==> src/rtl/vga_timing_pkg.sv <==
// ============================================================================
// Module : vga_timing_pkg
// Brief  : Shared 640x480@60 timing constants, totals helpers, reader state
//          enum and colour-bar table for the VGA pixel reader.
// Rev    : 1.0
// ============================================================================
`default_nettype none

package vga_timing_pkg;

    localparam int c_fifo_data_size = 24;

    localparam int c_h_active = 640;
    localparam int c_h_fp     = 16;
    localparam int c_h_sync   = 96;
    localparam int c_h_bp     = 48;

    localparam int c_v_active = 480;
    localparam int c_v_fp     = 10;
    localparam int c_v_sync   = 2;
    localparam int c_v_bp     = 33;

    localparam bit c_sync_pol = 1'b0;

    typedef enum logic [1:0] {
        IDLE = 2'd0,
        SYNC = 2'd1,
        RUN  = 2'd2
    } reader_state_t;

    localparam int c_num_bars = 8;

    // Index 0 is the leftmost bar: white, yellow, cyan, green, magenta, red, blue, black.
    localparam logic [c_num_bars-1:0][23:0] c_bar_colours = {
        24'h000000, 24'h0000FF, 24'hFF0000, 24'hFF00FF,
        24'h00FF00, 24'h00FFFF, 24'hFFFF00, 24'hFFFFFF
    };

    function automatic int calc_h_total(input int active, input int fp,
                                        input int sync, input int bp);
        return active + fp + sync + bp;
    endfunction

    function automatic int calc_v_total(input int active, input int fp,
                                        input int sync, input int bp);
        return active + fp + sync + bp;
    endfunction

endpackage

`default_nettype wire

==> src/rtl/vga_timing_gen.sv <==
// ============================================================================
// Module : vga_timing_gen
// Brief  : Raster h/v counters and stage-0 decodes (de0, hs0, vs0, sof0).
//          With VGA_TEST_PATTERN_EN defined it also exports the colour-bar index.
// Rev    : 1.0
// ============================================================================
`default_nettype none

module vga_timing_gen
    import vga_timing_pkg::*;
#(
    parameter int H_ACTIVE = c_h_active,
    parameter int H_FP     = c_h_fp,
    parameter int H_SYNC   = c_h_sync,
    parameter int H_BP     = c_h_bp,
    parameter int V_ACTIVE = c_v_active,
    parameter int V_FP     = c_v_fp,
    parameter int V_SYNC   = c_v_sync,
    parameter int V_BP     = c_v_bp
) (
    input  logic       clk,
    input  logic       reset_n,
    input  logic       i_enable,
`ifdef VGA_TEST_PATTERN_EN
    output logic [2:0] o_bar_idx,
`endif
    output logic       o_de0,
    output logic       o_hs0,
    output logic       o_vs0,
    output logic       o_sof0
);

    localparam int c_h_total = calc_h_total(H_ACTIVE, H_FP, H_SYNC, H_BP);
    localparam int c_v_total = calc_v_total(V_ACTIVE, V_FP, V_SYNC, V_BP);
    localparam int c_hw      = $clog2(c_h_total);
    localparam int c_vw      = $clog2(c_v_total);

    localparam logic [c_hw-1:0] c_h_last   = c_hw'(c_h_total - 1);
    localparam logic [c_hw-1:0] c_h_act    = c_hw'(H_ACTIVE);
    localparam logic [c_hw-1:0] c_hs_start = c_hw'(H_ACTIVE + H_FP);
    localparam logic [c_hw-1:0] c_hs_end   = c_hw'(H_ACTIVE + H_FP + H_SYNC);

    localparam logic [c_vw-1:0] c_v_last   = c_vw'(c_v_total - 1);
    localparam logic [c_vw-1:0] c_v_act    = c_vw'(V_ACTIVE);
    localparam logic [c_vw-1:0] c_vs_start = c_vw'(V_ACTIVE + V_FP);
    localparam logic [c_vw-1:0] c_vs_end   = c_vw'(V_ACTIVE + V_FP + V_SYNC);

    logic [c_hw-1:0] r_h_cnt;
    logic [c_vw-1:0] r_v_cnt;

    always_ff @(posedge clk or negedge reset_n) begin
        if (!reset_n) begin
            r_h_cnt <= '0;
            r_v_cnt <= '0;
        end else if (!i_enable) begin
            r_h_cnt <= '0;
            r_v_cnt <= '0;
        end else if (r_h_cnt == c_h_last) begin
            r_h_cnt <= '0;
            r_v_cnt <= (r_v_cnt == c_v_last) ? '0 : r_v_cnt + 1'b1;
        end else begin
            r_h_cnt <= r_h_cnt + 1'b1;
        end
    end

    assign o_de0  = (r_h_cnt < c_h_act) && (r_v_cnt < c_v_act);
    assign o_hs0  = (r_h_cnt >= c_hs_start) && (r_h_cnt < c_hs_end);
    assign o_vs0  = (r_v_cnt >= c_vs_start) && (r_v_cnt < c_vs_end);
    assign o_sof0 = (r_h_cnt == '0) && (r_v_cnt == '0);

`ifdef VGA_TEST_PATTERN_EN
    localparam int c_bar_w = H_ACTIVE / c_num_bars;

    logic [c_hw-1:0] w_bar_q;

    assign w_bar_q   = r_h_cnt / c_hw'(c_bar_w);
    assign o_bar_idx = (w_bar_q >= c_hw'(c_num_bars - 1)) ? 3'd7 : w_bar_q[2:0];
`endif

endmodule

`default_nettype wire

==> src/rtl/vga_pixel_reader.sv <==
// ============================================================================
// Module : vga_pixel_reader
// Brief  : VGA raster generator popping one FIFO word per active pixel, with
//          2-stage registered outputs and sticky underflow. Optional colour
//          bars via VGA_TEST_PATTERN_EN (adds test_mode input).
// Rev    : 1.0
// ============================================================================
`default_nettype none

module vga_pixel_reader
    import vga_timing_pkg::*;
#(
    parameter int FIFO_DATA_SIZE = c_fifo_data_size,
    parameter int H_ACTIVE       = c_h_active,
    parameter int H_FP           = c_h_fp,
    parameter int H_SYNC         = c_h_sync,
    parameter int H_BP           = c_h_bp,
    parameter int V_ACTIVE       = c_v_active,
    parameter int V_FP           = c_v_fp,
    parameter int V_SYNC         = c_v_sync,
    parameter int V_BP           = c_v_bp,
    parameter bit SYNC_POL       = c_sync_pol
) (
    input  logic                      clk,
    input  logic                      reset_n,
    input  logic                      enable,
    input  logic                      fifo_empty,
    input  logic [FIFO_DATA_SIZE-1:0] rd_data,
`ifdef VGA_TEST_PATTERN_EN
    input  logic                      test_mode,
`endif
    input  logic                      underflow_clr,
    output logic                      rd_valid,
    output logic                      vga_hs,
    output logic                      vga_vs,
    output logic                      vga_de,
    output logic [FIFO_DATA_SIZE-1:0] vga_rgb,
    output logic                      frame_start,
    output logic                      underflow
);

    reader_state_t r_state;

    logic w_de0, w_hs0, w_vs0, w_sof0;
    logic w_test, w_run, w_pop, w_uflow;
    logic r_s1_de, r_s1_hs, r_s1_vs, r_s1_sof, r_s1_pop;
    logic [FIFO_DATA_SIZE-1:0] w_pix;

`ifdef VGA_TEST_PATTERN_EN
    logic [2:0]                w_bar_idx;
    logic [FIFO_DATA_SIZE-1:0] r_s1_bar;
`endif

    vga_timing_gen #(
        .H_ACTIVE (H_ACTIVE),
        .H_FP     (H_FP),
        .H_SYNC   (H_SYNC),
        .H_BP     (H_BP),
        .V_ACTIVE (V_ACTIVE),
        .V_FP     (V_FP),
        .V_SYNC   (V_SYNC),
        .V_BP     (V_BP)
    ) u_timing (
        .clk       (clk),
        .reset_n   (reset_n),
        .i_enable  (enable),
`ifdef VGA_TEST_PATTERN_EN
        .o_bar_idx (w_bar_idx),
`endif
        .o_de0     (w_de0),
        .o_hs0     (w_hs0),
        .o_vs0     (w_vs0),
        .o_sof0    (w_sof0)
    );

`ifdef VGA_TEST_PATTERN_EN
    assign w_test = test_mode;
`else
    assign w_test = 1'b0;
`endif

    // The sof0 pixel that ends SYNC already counts as RUN, so word 0 lands on pixel (0,0).
    assign w_run    = enable & ((r_state == RUN) |
                                ((r_state == SYNC) & w_sof0 & ~fifo_empty));
    assign w_pop    = w_de0 & w_run & ~fifo_empty & ~w_test;
    assign w_uflow  = w_de0 & w_run &  fifo_empty & ~w_test;
    assign rd_valid = w_pop;

    always_ff @(posedge clk or negedge reset_n) begin
        if (!reset_n) begin
            r_state <= IDLE;
        end else if (!enable) begin
            r_state <= IDLE;
        end else begin
            case (r_state)
                IDLE:    r_state <= SYNC;
                SYNC:    if (w_sof0 && !fifo_empty) r_state <= RUN;
                RUN:     r_state <= RUN;
                default: r_state <= IDLE;
            endcase
        end
    end

`ifdef VGA_TEST_PATTERN_EN
    always_ff @(posedge clk or negedge reset_n) begin
        if (!reset_n) begin
            r_s1_bar <= '0;
        end else begin
            r_s1_bar <= (w_test & w_de0 & w_run) ?
                        FIFO_DATA_SIZE'(c_bar_colours[w_bar_idx]) : '0;
        end
    end

    assign w_pix = r_s1_pop ? rd_data : r_s1_bar;
`else
    assign w_pix = r_s1_pop ? rd_data : '0;
`endif

    always_ff @(posedge clk or negedge reset_n) begin
        if (!reset_n) begin
            r_s1_de     <= 1'b0;
            r_s1_hs     <= 1'b0;
            r_s1_vs     <= 1'b0;
            r_s1_sof    <= 1'b0;
            r_s1_pop    <= 1'b0;
            vga_de      <= 1'b0;
            vga_hs      <= ~SYNC_POL;
            vga_vs      <= ~SYNC_POL;
            vga_rgb     <= '0;
            frame_start <= 1'b0;
        end else begin
            r_s1_de     <= enable & w_de0;
            r_s1_hs     <= enable & w_hs0;
            r_s1_vs     <= enable & w_vs0;
            r_s1_sof    <= w_sof0 & w_run;
            r_s1_pop    <= w_pop;
            vga_de      <= enable & r_s1_de;
            vga_hs      <= r_s1_hs ? SYNC_POL : ~SYNC_POL;
            vga_vs      <= r_s1_vs ? SYNC_POL : ~SYNC_POL;
            vga_rgb     <= enable ? w_pix : '0;
            frame_start <= enable & r_s1_sof;
        end
    end

    // A new starved pixel outranks a clear arriving in the same cycle.
    always_ff @(posedge clk or negedge reset_n) begin
        if (!reset_n) begin
            underflow <= 1'b0;
        end else if (w_uflow) begin
            underflow <= 1'b1;
        end else if (underflow_clr) begin
            underflow <= 1'b0;
        end
    end

endmodule

`default_nettype wire
==> config.mk <==
export PLATFORM = sky130hd
export DESIGN_NAME = vga_pixel_reader
export DESIGN_NICKNAME = d
export VERILOG_FILES = /design/src/rtl/vga_timing_pkg.sv /design/src/rtl/vga_timing_gen.sv /design/src/rtl/vga_pixel_reader.sv
export SDC_FILE = /design/constraint.sdc
export NUM_CORES = 1
export LEC_CHECK = 0
export CORE_MARGIN = 3
export CORE_UTILIZATION = 40
export DETAILED_ROUTE_END_ITERATION = 10
export GPL_TIMING_DRIVEN = 1
export MAX_ROUTING_LAYER = met4
export PLACE_DENSITY = 0.67
export SLEW_MARGIN = 0
export SYNTH_ARGS = -nofsm -noshare
export SYNTH_HDL_FRONTEND = slang
export SYNTH_SLANG_ARGS = --single-unit
export TNS_END_PERCENT = 100
==> constraint.sdc <==
create_clock -name clk -period 6.7 [get_ports clk]
set_input_delay 1.675 -clock clk [delete_from_list [all_inputs] [get_ports clk]]
set_output_delay 1.675 -clock clk [all_outputs]
set_load 0.01 [all_outputs]
# == After elaboration in Yosys (flattened, before gate mapping) ==
# Index checks and enable logic that the tools add are counted.
# word_totals
ff_bits,56
out_inout_bits,30
# op_classes
n_eq_ne,6
n_bitwise,14
add_sub_neg,2
muxes,14
magnitude_cmp,6
reduce_logical,10
# ops
cell,n
2-to-1 mux 10 bit,5
2-to-1 mux 24 bit,2
adder 10 x 1 -> 10 bit (second input constant),2
== test 10 bit (second input constant),2
zero test 10 bit,2
< comparator 10 bit (second input constant),2
< comparator 10 x 9 -> 1 bit (second input constant),2
bitwise AND 1 bit,12
greater-or-equal comparator 10 bit (second input constant),1
greater-or-equal comparator 10 x 9 -> 1 bit (second input constant),1
case mux 2 bit (3 select lines),1
logical AND 1 bit,5
2-to-1 mux 1 bit,4
2-to-1 mux 2 bit,2
!= test 3 x 2 -> 1 bit (second input constant),1
== test 2 x 1 -> 1 bit (second input constant),1
== test 2 bit (second input constant),1
zero test 2 bit,1
!= test 2 x 1 -> 1 bit (second input constant),1
nonzero test 2 bit,1
zero test 1 bit,1
inverter 1 bit,1
OR 1 bit,1

# == Longest topological paths before layout ==
# Gate-level depths: netlist of the first run.
# logic_depth
word_depth,9
depth_mapped,6

# == Cells and area by module ==
# A second synthesis of the first run with hierarchy kept.
# unflattened
hier_cells,225
area_unflattened_um2,2466.1
# modules_own_cells
mod,cells_per_inst,instances,area_per_inst_um2
vga_pixel_reader,95,1,1263.7
vga_timing_gen,130,1,1202.4

# == Least setup slack after synthesis of the first run ==
# No wires, ideal clock.
# synth_path
kind,input -> output
start,input enable
end,output rd_valid
cell_stages,4
arrival_time_ps,2166
slack_ps,2859
n_path_buf,0
required_time_ps,5025
cell_sequence,nor2b_1 -> nand3_1 -> inv_1 -> o211a_1
# synth_via
elab_chain_cells,3
# synth_lines
item,line_no,source
from (decl),vga_pixel_reader.sv:26,"input logic enable,"
bitwise AND 1 bit,vga_pixel_reader.sv:83,assign w_run = enable & ((r_state == RUN) |
bitwise AND 1 bit (2 in series),vga_pixel_reader.sv:85,assign w_pop = w_de0 & w_run & ~fifo_empty & ~w_test;
to (decl),vga_pixel_reader.sv:33,"output logic rd_valid,"
# Every way passes these cells.

# == Worst setup path after layout of the first run ==
# Same ends and word-level chain as after synthesis.

==> key figures, run 1 <==
Floorplanning
  – Die height: 84.4 um
  – Initial core utilization: 0.430
  – Num ports: between 50 and 60
  – Core ar.: 5710 sq um
  – Die width: around 84 um
  – Row count: 27
  – Die area: slightly above 7000 sq um

Clock network
  – CTS tree: yes
  – Clk sinks: 56
  – Clk root buf: clkbuf_8
  – Total CTS buffers: 5
  – CTS Buffer Depth: 2
  – Worst-skew pair later-pin latency: about 310 ps
  – Clk slew on worst S/H paths: around 100 ps
  – Post-CTS Hold Fix Bufs: 0
  – Clock H-tree levels: 2
  – Post-CTS Resized: 0
  – Setup repair bufs after CTS: 0

Layout
  – Finished Layout Cells: about 350
  – Diodes inserted: 0
  – Synthesis-to-layout area growth: 30.0%
  – Post-route cell area: approximately 3200 sq um
  – Final nets: between 300 and 400
  – Core Util, Final: 0.560
  – Layout cell share with drive strength beyond 1: 0.0758
  – Number of fill cells: ~500

Hold path
  – Worst hold path type: reg2reg

STA
  – Setup TNS: 0 ps
  – Final setup vio count: 0
  – Worst Slack Setup Final: 1710 ps
  – RSZ-0062 raised after global routing: false
  – Period utilisation layout: 0.744
  – Hold Vio Cnt, Final: 0
  – Slew Limit Fails: 0
  – Slew HR: 0.530
  – Final min period: ~5000 ps
  – Tightest Pin Transition: 705 ps
  – Top achievable clock speed: 0.201 GHz
  – Final Skew: 8.63 ps
  – Worst hold slack: about 360 ps

Global route
  – Grt total ovfl: 0
  – Initial antenna violation count: 0
  – Vias in the first global route: 1764
  – First-pass GRT wire length: between 9 and 10 mm
  – Global Route Usage Sum: 0.160
  – Largest net degree at the start of global routing: between 50 and 60

Placed design
  – Area after DPL: just over 3000 sq um
  – Buffers on Ports: between 50 and 60
  – Placement Setup Slack: between 1500 and 2000 ps
  – GPL Wtd Cong: 0.825
  – Placed cells: roughly 340
  – DP HPWL: 3.72 mm

Yosys
  – Syn Inst Count: roughly 220
  – Syn_nets: 255
  – Synth top area cells: dfrtp_1, and3_1, ha_1
  – Synth area leader: dfrtp_1
  – Mapped Area: about 2500 sq um
  – #FFs+latches synth: 56
  – Avg Inst Size Synth: 11.2 sq um
  – Top-area cell type share of the netlist area: 0.550
  – Post-synthesis cell type count: 40
  – YS warnings: 0
  – Seq/Total Area, Yosys: 0.571

Power
  – Total power draw: ~660 uW
  – Flop pwr share: 0.554
  – Combinational Power Share: 0.153
  – Pleak: 1.51 nW
  – Clock share of power: 0.293
  – P_int: between 400 and 500 uW
  – Cell Pwr Density: around 210 nW/um^2
  – Sw frac: 0.256
  – VDD IR-drop max: about 0.00010 V
  – NetSw: about 170 uW

Worst setup path
  – Slowest cell delay on critical path: 550 ps
  – Family with the most delay on the worst path: buffers and inverters
  – WP buf/inv: 3
  – Worst Path Arrival: between 3000 and 4000 ps
  – Setup crit start kind: primary input
  – Critical Path, Cell by Cell: clkdlybuf4s50_1 -> nor2b_1 -> nand3_1 -> inv_1 -> o211a_1 -> clkdlybuf4s50_1
  – Setup crit end kind: primary output
  – Crit path kind: in2out
  – CP required: between 5000 and 6000 ps
  – Crit Path Max Fanout: 2
  – CP most frequent cell: clkdlybuf4s50_1
  – Slowest-stage cell, CP: clkdlybuf4s50_1

Detailed routing
  – Routed met1 length: around 2.7 mm
  – Drt pass-1 iters: 4
  – DRT antenna net count: 0
  – DRC Markers: 0
  – Routed WL: around 5.4 mm
  – Vias per inst: ~5.3
  – Wire length per cell: 15.4 um
  – Vias: approximately 1800
  – Met3 routed wirelength: between 300 and 400 um
  – DR top layer: met4
  – Iter 0 DRT Violations: 67
  – Met2 wire length: around 2.3 mm

Status
  – Status: finished, final reports clean

Run
  – Max Cap Viol: 0
[worst paths after layout]
| check | start | end | slack, ps | cells after the start |
|---|---|---|---|---|
| min in group asynchronous | reset_n | vga_rgb[5] | 1500 | 2 |
| max in group asynchronous | reset_n | vga_rgb[21] | 4730 | 2 |
| min | r_s1_hs | vga_hs | 360 | 1 |
| max reg2reg | u_timing.r_v_cnt[1] | u_timing.r_v_cnt[5] | 4480 | 6 |
| min reg2reg | r_s1_hs | vga_hs | 360 | 1 |
| max | enable | rd_valid | 1710 | 6 |
[synthesized netlist by cell type]
cell type	count
dfrtp_1	54
nor4_4	1
or3_1	1
mux2i_1	2
o311ai_0	2
a22o_2	1
and2_1	6
o21a_1	2
o41ai_4	1
nor2b_1	3
mux2_2	1
a21oi_1	2
and4_1	1
a41oi_1	1
a22o_1	5
o31ai_4	1
nand2_1	10
inv_1	14
nand3_1	7
nand4_1	7
nand3b_1	1
or3_4	1
nor2_1	14
a211o_1	1
or2_2	1
xor2_1	4
ha_1	7
or4b_4	1
and3_2	1
xnor2_1	4
o21ai_0	6
nor3_1	9
a41o_1	1
o211a_1	1
nor4b_1	1
nor4_1	5
clkbuf_1	10
o22ai_1	1
dfstp_2	2
and3_1	26
[sequential cells by signal (all words and copies together) (netlist names)]
| name | flops |
|---|---|
| underflow | 1 |
| r_s1_hs | 1 |
| r_s1_sof | 1 |
| r_s1_de | 1 |
| u_timing.r_v_cnt | 10 |
| vga_rgb | 24 |
| vga_de | 1 |
| vga_vs | 1 |
| u_timing.r_h_cnt | 10 |
| r_s1_pop | 1 |
| r_s1_vs | 1 |
| r_state | 2 |
| vga_hs | 1 |
| frame_start | 1 |
[layout by cell type, fill, tap and decap left out, drive strengths merged, types with 2 or more instances in the layout]
cell and n:
and3 27, nand2 10, buf 3, or3 2, a21oi 2, nand3 7
dfstp 2, clkbuf 7, xnor2 4, o21a 2, o21ai 6, clkdlybuf4s50 57
nor2 14, xor2 4, ha 7, dfrtp 54, and2 6, mux2i 2
nor3 9, nand4 7, nor4 6, nor2b 3, a22o 6, inv 14
o311ai 2
[power groups by stage]
stage          Combinational (mW)  Sequential, mW  Clock (mW)
2_1_floorplan              0.0482           0.373           0
3_3_place_gp                0.101           0.372           0
3_5_place_dp                0.103           0.373           0
4_1_cts                     0.103           0.366       0.199
5_1_grt                     0.114           0.369       0.211
6_report                    0.101           0.366       0.194
[final cells by class]
class                      instances  area (sq um)  area share
multi-input combinational        139           963       0.302
clock buffer                       7          86.3      0.0270
sequential                        56          1400       0.439
tap                               72          90.1      0.0282
inverter                          14          52.6      0.0165
clock inverter                     1          7.51     0.00235
timing repair buffer              60           591       0.185
[worst reg2reg max path, delay by kind of cell, from the launching register on]
family / cells / cell delay [ps]
DFF: 1 / 440
adders and majority gates: 1 / 150
AOI/OAI and AO/OA: 3 / 910
buffers and inverters: 1 / 120
and+or+nand+nor: 1 / 500
[kinds of logic (layout without fill, tap and decap cells)]
kind of cell | after synthesis | count (layout) | synth area share
fa+ha+maj | 7 | 7 | 0.0356
xor+xnor | 8 | 8 | 0.0285
buf+inv | 24 | 82 | 0.0367
flops | 56 | 56 | 0.571
compound gates | 25 | 25 | 0.0891
simple gates | 96 | 96 | 0.226
mux | 3 | 3 | 0.0127
[layer usage]
metal / global-route usage / up-vias
met5: - / -
met4: 0.0302 / 0
met3: 0.0334 / 4
met2: 0.233 / 70
met1: 0.235 / 884
li1: - / 890
(Power assumes the default switching activity.)
==> run 2, diff against run 1 <==
- PLACE_DENSITY: 0.67 -> 0.69
- clock period: 6.7 -> 4.2 ns (I/O delays scaled with it)
==> key figures, run 2 (synthesis gave the netlist of run 1 again) <==
Global route
  – Largest net degree at the start of global routing: 35 (was 57)
  – Vias in the first global route: 1777 (was 1764)
  – Grt total ovfl: 0 (unchanged)
  – Global Route Usage Sum: 0.162 (was 0.160)
  – First-pass GRT wire length: 9.01 mm (was 9.03 mm)
  – Initial antenna violation count: 0 (unchanged)

Placed design
  – GPL Wtd Cong: 0.781 (was 0.825)
  – DP HPWL: 3.88 mm (was 3.72 mm)
  – Placed cells: 341 (unchanged)
  – Placement Setup Slack: 477 ps (was 1720 ps)
  – Buffers on Ports: 58 (unchanged)
  – Area after DPL: 3100 sq um (unchanged)

Worst setup path
  – Crit path kind: reg2out (was in2out)
  – Critical R2R Launch: u_timing.r_v_cnt[1] (unchanged)
  – Setup crit end kind: primary output (unchanged)
  – Reg2reg setup slack: 1980 ps (was 4480 ps)
  – FF-to-FF End: u_timing.r_v_cnt[5] (unchanged)
  – Critical Path, Cell by Cell: inv_1 -> ha_1 -> or4b_4 -> or3_4 -> nor3_1 -> o211a_1 -> clkdlybuf4s50_1 (was clkdlybuf4s50_1 -> nor2b_1 -> nand3_1 -> inv_1 -> o211a_1 -> clkdlybuf4s50_1)
  – Crit Path Max Fanout: 5 (was 2)
  – Cells on worst reg2reg path: 6 (unchanged)
  – CP required: 3150 ps (was 5030 ps)
  – Worst Path Arrival: 2780 ps (was 3310 ps)
  – Slowest-stage cell, CP: clkdlybuf4s50_1 (unchanged)
  – Setup crit start kind: flip-flop (was primary input)
  – Slowest cell delay on critical path: 540 ps (was 550 ps)

Run
  – Max Cap Viol: 0 (unchanged)

Clock network
  – CTS Buffer Depth: 2 (unchanged)
  – Post-CTS Hold Fix Bufs: 0 (unchanged)
  – Total CTS buffers: 5 (unchanged)
  – Worst-skew pair later-pin latency: 310 ps (about the same)
  – Clk sinks: 56 (unchanged)
  – CTS tree: yes (unchanged)
  – Clk root buf: clkbuf_8 (unchanged)
  – Clock H-tree levels: 2 (unchanged)
  – Post-CTS Resized: 0 (unchanged)
  – Setup repair bufs after CTS: 0 (unchanged)
  – Clk slew on worst S/H paths: 100 ps (about the same)

STA
  – Final setup vio count: 0 (unchanged)
  – Period utilisation layout: 0.912
  – Setup TNS: 0 ps (unchanged)
  – RSZ-0062 raised after global routing: false (unchanged)
  – Final min period: between 3000 and 4000 ps
  – Tightest Pin Transition: 678 ps (was 705 ps)
  – Hold Vio Cnt, Final: 0 (unchanged)
  – Final Skew: 6.69 ps (was 8.63 ps)
  – Slew HR: 0.548 (was 0.530)
  – Top achievable clock speed: around 0.26 GHz
  – Worst Slack Setup Final: 369 ps (was 1710 ps)
  – Slew Limit Fails: 0 (unchanged)

Floorplanning
  – Die area: 7120 sq um (unchanged)
  – Row count: 27 (unchanged)
  – Die width: 84.4 um (unchanged)
  – Initial core utilization: 0.430 (unchanged)
  – Num ports: 59 (unchanged)
  – Core ar.: 5710 sq um (unchanged)
  – Die height: 84.4 um (unchanged)

Layout
  – Finished Layout Cells: 349 (unchanged)
  – Synthesis-to-layout area growth: 29.9% (was 30.0%)
  – Max FFs per register: 24 (unchanged)
  – Most common cell after layout, fill and taps aside: clkdlybuf4s50_1 (unchanged)
  – Diodes inserted: 0 (unchanged)
  – Largest regs: vga_rgb x24, u_timing.r_h_cnt x10, u_timing.r_v_cnt x10 (unchanged)
  – Post-route cell area: 3190 sq um (about the same)
  – Most flops, register: vga_rgb (unchanged)
  – Most frequent cells in the layout: clkdlybuf4s50_1, dfrtp_1, and3_1, inv_1, nor2_1 (unchanged)
  – Number of fill cells: 491 (was 492)
  – Layout cell share with drive strength beyond 1: 0.0794 (was 0.0758)
  – Area taken by flip-flops and latches: 1400 sq um (unchanged)
  – Final nets: 312 (unchanged)
  – Multi-input gate area: 963 sq um (unchanged)

Power
  – Clock share of power: 0.285 (was 0.293)
  – Pleak: 1.51 nW (about the same)
  – Flop pwr share: 0.560 (was 0.554)
  – Total power draw: 1.04 mW (was 661 uW)
  – Combinational Power Share: 0.156 (was 0.153)
  – NetSw: 273 uW (was 169 uW)
  – VDD IR-drop max: 0.000157 V (was 0.000103 V)
  – Cell Pwr Density: 327 nW/um^2 (was 207 nW/um^2)
  – Sw frac: 0.262 (was 0.256)
  – P_int: 770 uW (was 492 uW)

Detailed routing
  – Vias: 1857 (was 1848)
  – Routed WL: 5.31 mm (was 5.36 mm)
  – Wire length per cell: 15.2 um (was 15.4 um)
  – Vias per inst: 5.32 (was 5.30)
  – Iter 0 DRT Violations: 79 (was 67)
  – DRC Markers: 0 (unchanged)
  – DRT antenna net count: 0 (unchanged)
  – Drt pass-1 iters: 4 (unchanged)

Hold path
  – Worst hold path type: reg2reg (unchanged)
  – Hold path depth: 1 (unchanged)
  – Worst Hold Launch: r_s1_hs (unchanged)
  – Hold Path Sink: vga_hs (unchanged)

Status
  – Status: finished, final reports clean (unchanged)
run 2: cell count changes in the layout (fill, tap and decap cells not counted):
cell	delta
clkbuf_1	-1
clkbuf_8	-1
clkinv_2	+1
clkinv_4	+1
clkinvlp_4	-1
inv_6	+1
run 2: worst max-delay path by stage:
stage                        start       end  slack, ps  depth (start not counted)
6_report       u_timing.r_v_cnt[1]  rd_valid        370                          7
5_1_grt        u_timing.r_v_cnt[1]  rd_valid        230                          7
4_1_cts        u_timing.r_v_cnt[1]  rd_valid        350                          7
3_5_place_dp                enable  rd_valid        480                          6
3_3_place_gp                enable  rd_valid        530                          6
2_1_floorplan  u_timing.r_v_cnt[0]  rd_valid       1330                          6
run 2: routing by layer:
metal | track usage | wire (um) | vias up
met2 | 0.234 | 2310 | 78
met1 | 0.229 | 2550 | 888
met3 | 0.0412 | 392 | 7
met5 | - | 0 | -
met4 | 0.0388 | 59 | 0
li1 | - | - | 884
run 2: area by class of cell:
class	instances	area share
Clock buffer	5	0.0216
Clock inverter	3	0.00706
Inverter	14	0.0165
Multi-Input combinational cell	139	0.302
Sequential cell	56	0.440
Tap cell	72	0.0282
Timing Repair Buffer	60	0.185
run 2: stage by stage:
| step | hold slack [ps] | util |
|---|---|---|
| floorplan | 337 | - |
| global placement | 342 | 0.543 |
| detailed placement | 346 | 0.543 |
| CTS | 360 | 0.559 |
| global route | 372 | 0.559 |
| finish | 355 | 0.559 |
run 2: power groups by stage:
stage | sequential [mW] | clock, mW | combinational [mW]
global route | 0.588 | 0.333 | 0.179
finish | 0.584 | 0.297 | 0.162
CTS | 0.584 | 0.307 | 0.166
global placement | 0.594 | 0 | 0.161
detailed placement | 0.595 | 0 | 0.165
floorplan | 0.594 | 0 | 0.0769
run 2: critical path: cells and delay by family (launching register included):
family                   cells  cell delay, ps
AO/OA/AOI/OAI                1             190
adder cells (fa/ha/maj)      1             140
buffers and inverters        2             640
flip-flops                   1             430
AND/OR/NAND/NOR              3            1070
